### src/rtl/sync_to_position.sv
// Recovers column/row from the incoming syncs and forms the first pipeline stage:
// delayed syncs, frame-start pulse and position counters.
module sync_to_position #(
    parameter int TOTAL_COLS = 800,
    parameter int TOTAL_ROWS = 525,
    localparam int COL_W = $clog2(TOTAL_COLS),
    localparam int ROW_W = $clog2(TOTAL_ROWS)
) (
    input  logic             clk,
    input  logic             rst,
    input  logic             hsync,
    input  logic             vsync,
    output logic             frame_start,
    output logic             hsync_dly,
    output logic             vsync_dly,
    output logic             frame_start_dly,
    output logic [COL_W-1:0] col,
    output logic [ROW_W-1:0] row
);

    assign frame_start = vsync & ~vsync_dly;

    always_ff @(posedge clk or posedge rst) begin
        if (rst) begin
            hsync_dly       <= 1'b0;
            vsync_dly       <= 1'b0;
            frame_start_dly <= 1'b0;
            col             <= '0;
            row             <= '0;
        end else begin
            hsync_dly       <= hsync;
            vsync_dly       <= vsync;
            frame_start_dly <= frame_start;
            // frame start has priority over the normal column wrap
            if (frame_start) begin
                col <= '0;
                row <= '0;
            end else if (col == COL_W'(TOTAL_COLS - 1)) begin
                col <= '0;
                row <= (row == ROW_W'(TOTAL_ROWS - 1)) ? '0 : row + ROW_W'(1);
            end else begin
                col <= col + COL_W'(1);
            end
        end
    end

endmodule

### config.mk
export PLATFORM = sky130hd
export DESIGN_NAME = sync_to_position
export DESIGN_NICKNAME = d
export VERILOG_FILES = /design/src/rtl/sync_to_position.sv
export SDC_FILE = /design/constraint.sdc
export NUM_CORES = 1
export LEC_CHECK = 0
export ABC_AREA = 1
export CORE_ASPECT_RATIO = 0.75
export CORE_MARGIN = 5
export CORE_UTILIZATION = 35
export CTS_CLUSTER_DIAMETER = 200
export CTS_CLUSTER_SIZE = 8
export DETAILED_ROUTE_END_ITERATION = 16
export RECOVER_POWER = 50
export SLEW_MARGIN = 0
export SYNTH_ARGS = -nofsm -noshare
export SYNTH_HDL_FRONTEND = slang
export SYNTH_SLANG_ARGS = --single-unit
### constraint.sdc
create_clock -name clk -period 1.9 [get_ports clk]
set_input_delay 0.19 -clock clk [delete_from_list [all_inputs] [get_ports clk]]
set_output_delay 0.19 -clock clk [all_outputs]
set_load 0.02 [all_outputs]
==> results.sh, run 1 <==
export IMPL_die_h_um=62.5
export IMPL_endpoint="frame_start"
export IMPL_cap_violations=0
export IMPL_synthDistinctLibCells=22
export IMPL_crit_buf_inv=3
export IMPL_finalCritPeriodShare_pct=90.0
export IMPL_clk_latency_ps=270
export IMPL_crit_cells=4
export IMPL_seq_area_frac_synth_pct=44.7
export IMPL_num_vias=1176
export IMPL_totalNegativeSetupSlack_ps=0
export IMPL_r2r_end="col[9]"
export IMPL_clock_skew_ps=4.02
export IMPL_synth_ff_type="dfrtp_1"
export IMPL_placement_io_buffers=27
export IMPL_clk_path_buf_depth=2
export IMPL_antenna_found_initial=0
export IMPL_crit_required_ps=1710
export IMPL_yosysWarnings=0
export IMPL_yosys_register_bits=23
export IMPL_ir_drop_mv=0.435
export IMPL_cts_made_buffers=3
export IMPL_power_density_mw_per_mm2=662
export IMPL_max_stage_delay_ps=630
export IMPL_viasPerCell=4.65
export IMPL_drc=0
export IMPL_diodes=0
export IMPL_holdWs_ps=390
export IMPL_cts_setup_buffers=0
export IMPL_clock_fmax_mhz=585
export IMPL_ant_nets=0
export IMPL_worst_slew_pin_slew_ps=1240
export IMPL_synthToLayoutAreaGrowth_pct=28.7
export IMPL_syn_inst=171
export IMPL_setup_ws_ps=189
export IMPL_ys_async_sr_fraction_pct=100
export IMPL_final_min_clock_period_ps=1710
export IMPL_dr_pass1_iters=6
export IMPL_dpl_worst_slack_ps=175
export IMPL_max_slew_margin_pct=17.2
export IMPL_core_mm2=0.00361
export IMPL_yosysMostFrequentCell="nand2_1"
export IMPL_die_w_um=80
export IMPL_rsz0062_at_grt="false"
export IMPL_synth_nets=178
export IMPL_grt_max_degree=24
export IMPL_worstSetupPathType="primary input to primary output"
export IMPL_wirelength_um=3030
export IMPL_clk_pin_slew_ps=80
export IMPL_p_leak_uw=0.000785
export IMPL_synth_edff_count=0
export IMPL_io_pins=28
export IMPL_startpoint="vsync"
export IMPL_htreeDepth=1
export IMPL_crit_path_top_delay_cell="clkdlybuf4s50_1"
export IMPL_die_area_mm2=0.00500
export IMPL_cp_end_kind="primary output"
export IMPL_ctsHoldBuffers=0
export IMPL_synth_area_leaders="dfrtp_1, nand2_1, inv_1"
export IMPL_overflow=0
export IMPL_track_usage_pct=13.0
export IMPL_status="complete, no violations"
export IMPL_yosys_top_cells_count="nand2_1, inv_1, dfrtp_1, nor2_1, nand3_1"
export IMPL_root_buffer="clkbuf_8"
export IMPL_hp_class="primary input to flop"
export IMPL_crit_fanout=5
export IMPL_first_iter_violations=95
export IMPL_crit_path_frequent_cell="clkdlybuf4s50_1"
export IMPL_place_gp_congestion=0.772
export IMPL_clkSinkCount=23
export IMPL_r2r_slack_ps=320
export IMPL_start_util_pct=35.6
export IMPL_r2r_cells=6
export IMPL_yosysTopAreaCell="dfrtp_1"
export IMPL_dp_hpwl_um=2180
export IMPL_grt_pass1_wl_um=5310
export IMPL_cts_tree="done"
export IMPL_post_cts_resized=0
export IMPL_finalNetCount=209
export IMPL_drv_slew=0
export IMPL_grt_pass1_vias=1170
export IMPL_rows=19
export IMPL_routedWlPerCell_um=12.0
export IMPL_drive_above_1_share_pct=5.97
export IMPL_reg2reg_from="col[0]"
export IMPL_setup_viol=0
export IMPL_start_kind="primary input"
export IMPL_cp_arrival_ps=1520
export IMPL_post_route_util_pct=45.8
export IMPL_yosysTopAreaCellShare_pct=44.7
export IMPL_critPathTopFamily="buffers and inverters"
export IMPL_syn_area_per_cell_um2=7.52
export IMPL_hold_viol=0
export IMPL_synth_cell_area_mm2=0.00129
export IMPL_crit_chain="clkdlybuf4s50_1 -> inv_1 -> nor2_4 -> clkdlybuf4s50_1"
-- worst min-delay path by stage --
stage | from | depth (start not counted) | endpoint | slack [ps]
2_1_floorplan | rst | 1 | col[0] | 190
3_3_place_gp | col[0] | 1 | col[0] | 480
3_5_place_dp | col[0] | 1 | col[0] | 500
4_1_cts | rst | 3 | hsync_dly | 260
5_1_grt | vsync | 1 | vsync_dly | 390
6_report | vsync | 1 | vsync_dly | 390
-- layout make-up --
cell class	count	area (µm²)
fill	375	1960
sequential	23	576
tap	52	65.1
multi-input combinational	118	589
clock inverter	1	5.00
clock buffer	3	41.3
inverter	28	105
timing repair buffer	28	274
-- cell usage in the layout, fill, tap and decap left out --
cell / instances
nand2_1: 46
inv_1: 27
nor2_1: 23
dfrtp_1: 23
clkdlybuf4s50_1: 22
nand3_1: 13
nand4_1: 7
o21ai_0: 5
dlygate4sd3_1: 5
o21ai_1: 4
nor2_4: 3
a21oi_1: 3
nor3_1: 3
ha_1: 3
clkbuf_8: 3
nor2_2: 2
xor2_1: 1
clkinv_1: 1
nand4_4: 1
nand3_2: 1
o21ai_2: 1
a31oi_1: 1
o21bai_1: 1
clkinv_2: 1
clkbuf_1: 1
-- flip-flops by register name, indices dropped and copies added (netlist names) --
register         count
row                 10
frame_start_dly      1
col                 10
vsync_dly            1
hsync_dly            1
-- stage by stage --
step	cells	cell area, µm²	total power [µW]
3_3_place_gp	249	1610	792
5_1_grt	253	1660	1140
6_report	253	1660	1100
4_1_cts	253	1660	1110
3_5_place_dp	249	1610	799
2_1_floorplan	171	1290	695
-- power breakdown --
part	leakage (µW)	total [µW]	switching (µW)	internal (µW)
Combinational	0.000449	214	123	90.2
Clock	0.0000255	310	164	147
Sequential	0.000310	571	49.4	522
-- logic make-up (layout without fill, tap and decap cells) --
| family | Yosys count | after routing | share of synthesized area, % |
|---|---|---|---|
| xor gates and xnor gates | 1 | 1 | 0.681 |
| adders and majority gates | 3 | 3 | 2.92 |
| buffers and inverters | 30 | 60 | 9.44 |
| and+or+nand+nor | 99 | 99 | 35.8 |
| DFF | 23 | 23 | 44.7 |
| AOI/OAI and AO/OA | 15 | 15 | 6.42 |
-- routing by layer --
metal,up-vias,wire length (µm),GRT usage [%]
met4,0,18,2.53
met5,-,0,0
met3,2,154,4.03
met1,547,1440,17.2
li1,599,-,-
met2,28,1410,21.0
No activity file was read; power rests on OpenSTA's default activity.
==> run 2, diff against run 1 <==
--- a/config.mk
+++ b/config.mk
@@ -6,12 +6,15 @@
 export NUM_CORES = 1
 export LEC_CHECK = 0
 export ABC_AREA = 1
+export CELL_PAD_IN_SITES_DETAIL_PLACEMENT = 1
+export CELL_PAD_IN_SITES_GLOBAL_PLACEMENT = 1
 export CORE_ASPECT_RATIO = 0.75
 export CORE_MARGIN = 5
 export CORE_UTILIZATION = 35
 export CTS_CLUSTER_DIAMETER = 200
 export CTS_CLUSTER_SIZE = 8
 export DETAILED_ROUTE_END_ITERATION = 16
+export PLACE_DENSITY_LB_ADDON = 0.1
 export RECOVER_POWER = 50
 export SLEW_MARGIN = 0
 export SYNTH_ARGS = -nofsm -noshare
==> results.sh, run 2 (synthesized netlist as in run 1, its figures left out) <==
export IMPL_status="complete, no violations"
export IMPL_holdWs_ps=407
export IMPL_crit_buf_inv=3
export IMPL_start_kind="primary input"
export IMPL_die_w_um=80
export IMPL_r2r_end="row[5]"
export IMPL_clock_fmax_mhz=572
export IMPL_antenna_found_initial=0
export IMPL_r2r_slack_ps=230
export IMPL_drv_slew=0
export IMPL_min_path_cells=1
export IMPL_dp_hpwl_um=2640
export IMPL_post_cts_resized=0
export IMPL_worstSetupPathType="primary input to primary output"
export IMPL_wirelength_um=3490
export IMPL_rsz0062_at_grt="false"
export IMPL_grt_max_degree=24
export IMPL_drive_above_1_share_pct=4.98
export IMPL_ctsHoldBuffers=0
export IMPL_ant_nets=0
export IMPL_start_util_pct=35.6
export IMPL_num_vias=1194
export IMPL_final_cell_mix="nand2_1, inv_1, nor2_1, dfrtp_1, clkdlybuf4s50_1"
export IMPL_cp_end_kind="primary output"
export IMPL_overflow=0
export IMPL_crit_path_frequent_cell="clkdlybuf4s50_1"
export IMPL_multi_input_area_um2=586
export IMPL_clock_skew_ps=2.40
export IMPL_root_buffer="clkbuf_8"
export IMPL_totalNegativeSetupSlack_ps=0
export IMPL_hold_viol=0
export IMPL_ir_drop_mv=0.454
export IMPL_drc=0
export IMPL_worst_slew_pin_slew_ps=1270
export IMPL_cp_arrival_ps=1560
export IMPL_max_slew_margin_pct=15.1
export IMPL_io_pins=28
export IMPL_crit_chain="clkdlybuf4s50_1 -> inv_1 -> nor2_4 -> clkdlybuf4s50_1"
export IMPL_place_gp_congestion=0.836
export IMPL_routedWlPerCell_um=13.8
export IMPL_final_min_clock_period_ps=1750
export IMPL_cap_violations=0
export IMPL_die_area_mm2=0.00500
export IMPL_clkSinkCount=23
export IMPL_regArea_um2=576
export IMPL_htreeDepth=1
export IMPL_cts_tree="done"
export IMPL_core_mm2=0.00361
export IMPL_cts_setup_buffers=0
export IMPL_reg2reg_from="col[0]"
export IMPL_placement_io_buffers=27
export IMPL_crit_fanout=5
export IMPL_worstHoldStart="vsync"
export IMPL_synthToLayoutAreaGrowth_pct=28.3
export IMPL_finalCritPeriodShare_pct=92.0
export IMPL_power_density_mw_per_mm2=661
export IMPL_clk_path_buf_depth=2
export IMPL_grt_pass1_vias=1277
export IMPL_die_h_um=62.5
export IMPL_cts_made_buffers=3
export IMPL_grt_pass1_wl_um=5970
export IMPL_viasPerCell=4.72
export IMPL_first_iter_violations=54
export IMPL_diodes=0
export IMPL_final_common_cell="nand2_1"
export IMPL_dr_pass1_iters=4
export IMPL_max_stage_delay_ps=650
export IMPL_crit_path_top_delay_cell="clkdlybuf4s50_1"
export IMPL_p_leak_uw=0.000778
export IMPL_track_usage_pct=15.0
export IMPL_finalNetCount=209
export IMPL_hold_end="vsync_dly"
export IMPL_hp_class="primary input to flop"
export IMPL_critPathTopFamily="buffers and inverters"
export IMPL_setup_viol=0
export IMPL_crit_required_ps=1710
export IMPL_r2r_cells=5
export IMPL_rows=19
export IMPL_top_regs="col x10, row x10"
export IMPL_fill_cells=460
export IMPL_clk_latency_ps=260
export IMPL_clk_pin_slew_ps=80
-- run 2: per-stage QoR --
step | cells | power (µW) | area, µm² | util (%) | setup WS [ps]
after floorplan | 171 | 695 | 1290 | - | 395
after global placement | 249 | 797 | 1610 | 44.6 | 213
after detailed placement | 249 | 805 | 1610 | 44.6 | 124
after CTS | 253 | 1110 | 1660 | 45.9 | 135
after global routing | 253 | 1150 | 1650 | 45.7 | 108
final | 253 | 1090 | 1650 | 45.7 | 153
-- run 2: layout make-up --
| type | count | area share, % |
|---|---|---|
| Clock buffer | 4 | 2.73 |
| Tap cell | 52 | 3.94 |
| Timing Repair Buffer | 28 | 16.6 |
| Sequential cell | 23 | 34.9 |
| Inverter | 28 | 6.37 |
| Multi-Input combinational cell | 118 | 35.5 |
-- run 2: worst max path at each step --
stage                     cells past startpoint  startpoint           to  slack (ps)
after detailed placement                      4       vsync  frame_start         120
after global placement                        4       vsync  frame_start         210
after floorplan                               7      col[0]       row[0]         390
final                                         4       vsync  frame_start         150
after global routing                          5      col[0]       row[5]         110
after CTS                                     4       vsync  frame_start         140
-- run 2: where the power goes --
part	internal [µW]	switching [µW]
sequential	522	52.9
combinational	87.5	127
clock	150	153
-- run 2: layer usage --
| layer | part of all wire [%] | vias to the layer above | wire (µm) | track usage (%) |
|---|---|---|---|---|
| met2 | 42 | 19 | 1470 | 22.5 |
| met5 | 0 | - | 0 | 0 |
| met1 | 53 | 575 | 1850 | 21.3 |
| met4 | 0.52 | 0 | 18 | 2.53 |
| li1 | - | 598 | - | - |
| met3 | 4.5 | 2 | 156 | 4.76 |
==> run 3, diff against run 2 <==
--- a/config.mk
+++ b/config.mk
@@ -9,7 +9,6 @@
 export CELL_PAD_IN_SITES_DETAIL_PLACEMENT = 1
 export CELL_PAD_IN_SITES_GLOBAL_PLACEMENT = 1
 export CORE_ASPECT_RATIO = 0.75
-export CORE_MARGIN = 5
 export CORE_UTILIZATION = 35
 export CTS_CLUSTER_DIAMETER = 200
 export CTS_CLUSTER_SIZE = 8
==> results.sh, run 3 (synthesized netlist as in run 1, its figures left out) <==
export IMPL_top_regs="col x10, row x10"
export IMPL_dr_pass1_iters=4
export IMPL_post_dp_cell_area_mm2=0.00161
export IMPL_htreeDepth=1
export IMPL_cts_setup_buffers=0
export IMPL_placement_io_buffers=27
export IMPL_p_sw_uw=344
export IMPL_dp_cells=247
export IMPL_synthToLayoutAreaGrowth_pct=28.2
export IMPL_root_buffer="clkbuf_8"
export IMPL_clk_latency_ps=270
export IMPL_rows=18
export IMPL_p_leak_uw=0.000783
export IMPL_combPwrFrac_pct=19.8
export IMPL_status="complete, no violations"
export IMPL_power_density_mw_per_mm2=669
export IMPL_cp_arrival_ps=1520
export IMPL_crit_required_ps=1710
export IMPL_die_h_um=54.5
export IMPL_final_common_cell="nand2_1"
export IMPL_routedWlPerCell_um=13.3
export IMPL_rsz0062_at_grt="false"
export IMPL_grt_max_degree=24
export IMPL_core_mm2=0.00340
export IMPL_setup_viol=0
export IMPL_p_clk_share_pct=28.4
export IMPL_final_min_clock_period_ps=1710
export IMPL_grt_pass1_wl_um=5610
export IMPL_reg2reg_from="col[0]"
export IMPL_place_gp_congestion=0.764
export IMPL_max_slew_margin_pct=11.7
export IMPL_track_usage_pct=19.5
export IMPL_clk_pin_slew_ps=80
export IMPL_drv_slew=0
export IMPL_ir_drop_mv=0.304
export IMPL_worstSetupPathType="primary input to primary output"
export IMPL_switching_share_pct=31.2
export IMPL_drc=0
export IMPL_ant_nets=0
export IMPL_viasPerCell=4.78
export IMPL_intPower_uw=759
export IMPL_start_util_pct=37.8
export IMPL_cts_tree="done"
export IMPL_die_w_um=72
export IMPL_post_cts_resized=0
export IMPL_worstHoldStart="vsync"
export IMPL_worst_slew_pin_slew_ps=1320
export IMPL_num_vias=1199
export IMPL_cp_end_kind="primary output"
export IMPL_startpoint="vsync"
export IMPL_overflow=0
export IMPL_finalPower_uw=1100
export IMPL_drive_above_1_share_pct=5.47
export IMPL_crit_fanout=5
export IMPL_cap_violations=0
export IMPL_sequentialPowerShare_pct=51.8
export IMPL_finalInstanceArea_mm2=0.00165
export IMPL_post_route_util_pct=48.5
export IMPL_start_kind="primary input"
export IMPL_hold_viol=0
export IMPL_ctsHoldBuffers=0
export IMPL_finalNetCount=209
export IMPL_stdcell_count=251
export IMPL_die_area_mm2=0.00392
export IMPL_diodes=0
export IMPL_antenna_found_initial=0
export IMPL_hp_class="primary input to flop"
export IMPL_dp_hpwl_um=2460
export IMPL_clock_skew_ps=4.51
export IMPL_clkSinkCount=23
export IMPL_cts_made_buffers=3
export IMPL_grt_pass1_vias=1175
export IMPL_clk_path_buf_depth=2
export IMPL_clock_fmax_mhz=585
export IMPL_wirelength_um=3340
export IMPL_io_pins=28
export IMPL_totalNegativeSetupSlack_ps=0
export IMPL_finalCritPeriodShare_pct=90.0
export IMPL_first_iter_violations=54
export IMPL_final_cell_mix="nand2_1, inv_1, nor2_1, dfrtp_1, clkdlybuf4s50_1"
run 3: changes by cell type in the layout (fill, tap and decap cells not counted):
cell and delta:
clkbuf_1 -1, clkinv_2 +1
run 3: layout make-up:
cell class	instances	area, µm²
repair buffers	28	274
inverters	28	105
well taps	50	62.6
multi-input cells	118	586
flip-flops and latches	23	576
clock buffers	3	41.3
fillers	440	1750
clock inverters	1	5.00
run 3: worst paths after layout:
check | end | slack (ps) | depth (start not counted)
max in group asynchronous | col[4] | 460 | 3
setup reg to reg | row[5] | 250 | 5
min in group asynchronous | row[1] | 670 | 3
hold / removal | vsync_dly | 390 | 1
hold reg to reg | col[0] | 510 | 1
setup / recovery | frame_start | 190 | 4
run 3: layer usage:
| layer | vias to the layer above | wire, µm | GRT usage, % |
|---|---|---|---|
| met2 | 19 | 1520 | 32.5 |
| met1 | 578 | 1680 | 25.6 |
| li1 | 600 | - | - |
| met5 | - | 0 | 0 |
| met3 | 2 | 124 | 5.16 |
| met4 | 0 | 19 | 4.90 |
run 3: power groups by stage:
stage               clock network [µW]  registers (µW)  logic (µW)
floorplan                            0             613        82.2
global placement                     0             578         217
detailed placement                   0             582         223
finish                             314             572         218
CTS                                324             572         225
global route                       341             580         240
run 3: stage by stage:
stage	setup slack (ps)	hold slack [ps]
after floorplan	395	192
after global placement	214	487
after detailed placement	165	496
after CTS	168	287
after global routing	113	411
final	190	393
run 3: critical path: stages:
cell and delay [ps]:
clkdlybuf4s50_1 480, inv_1 70, nor2_4 160, clkdlybuf4s50_1 630
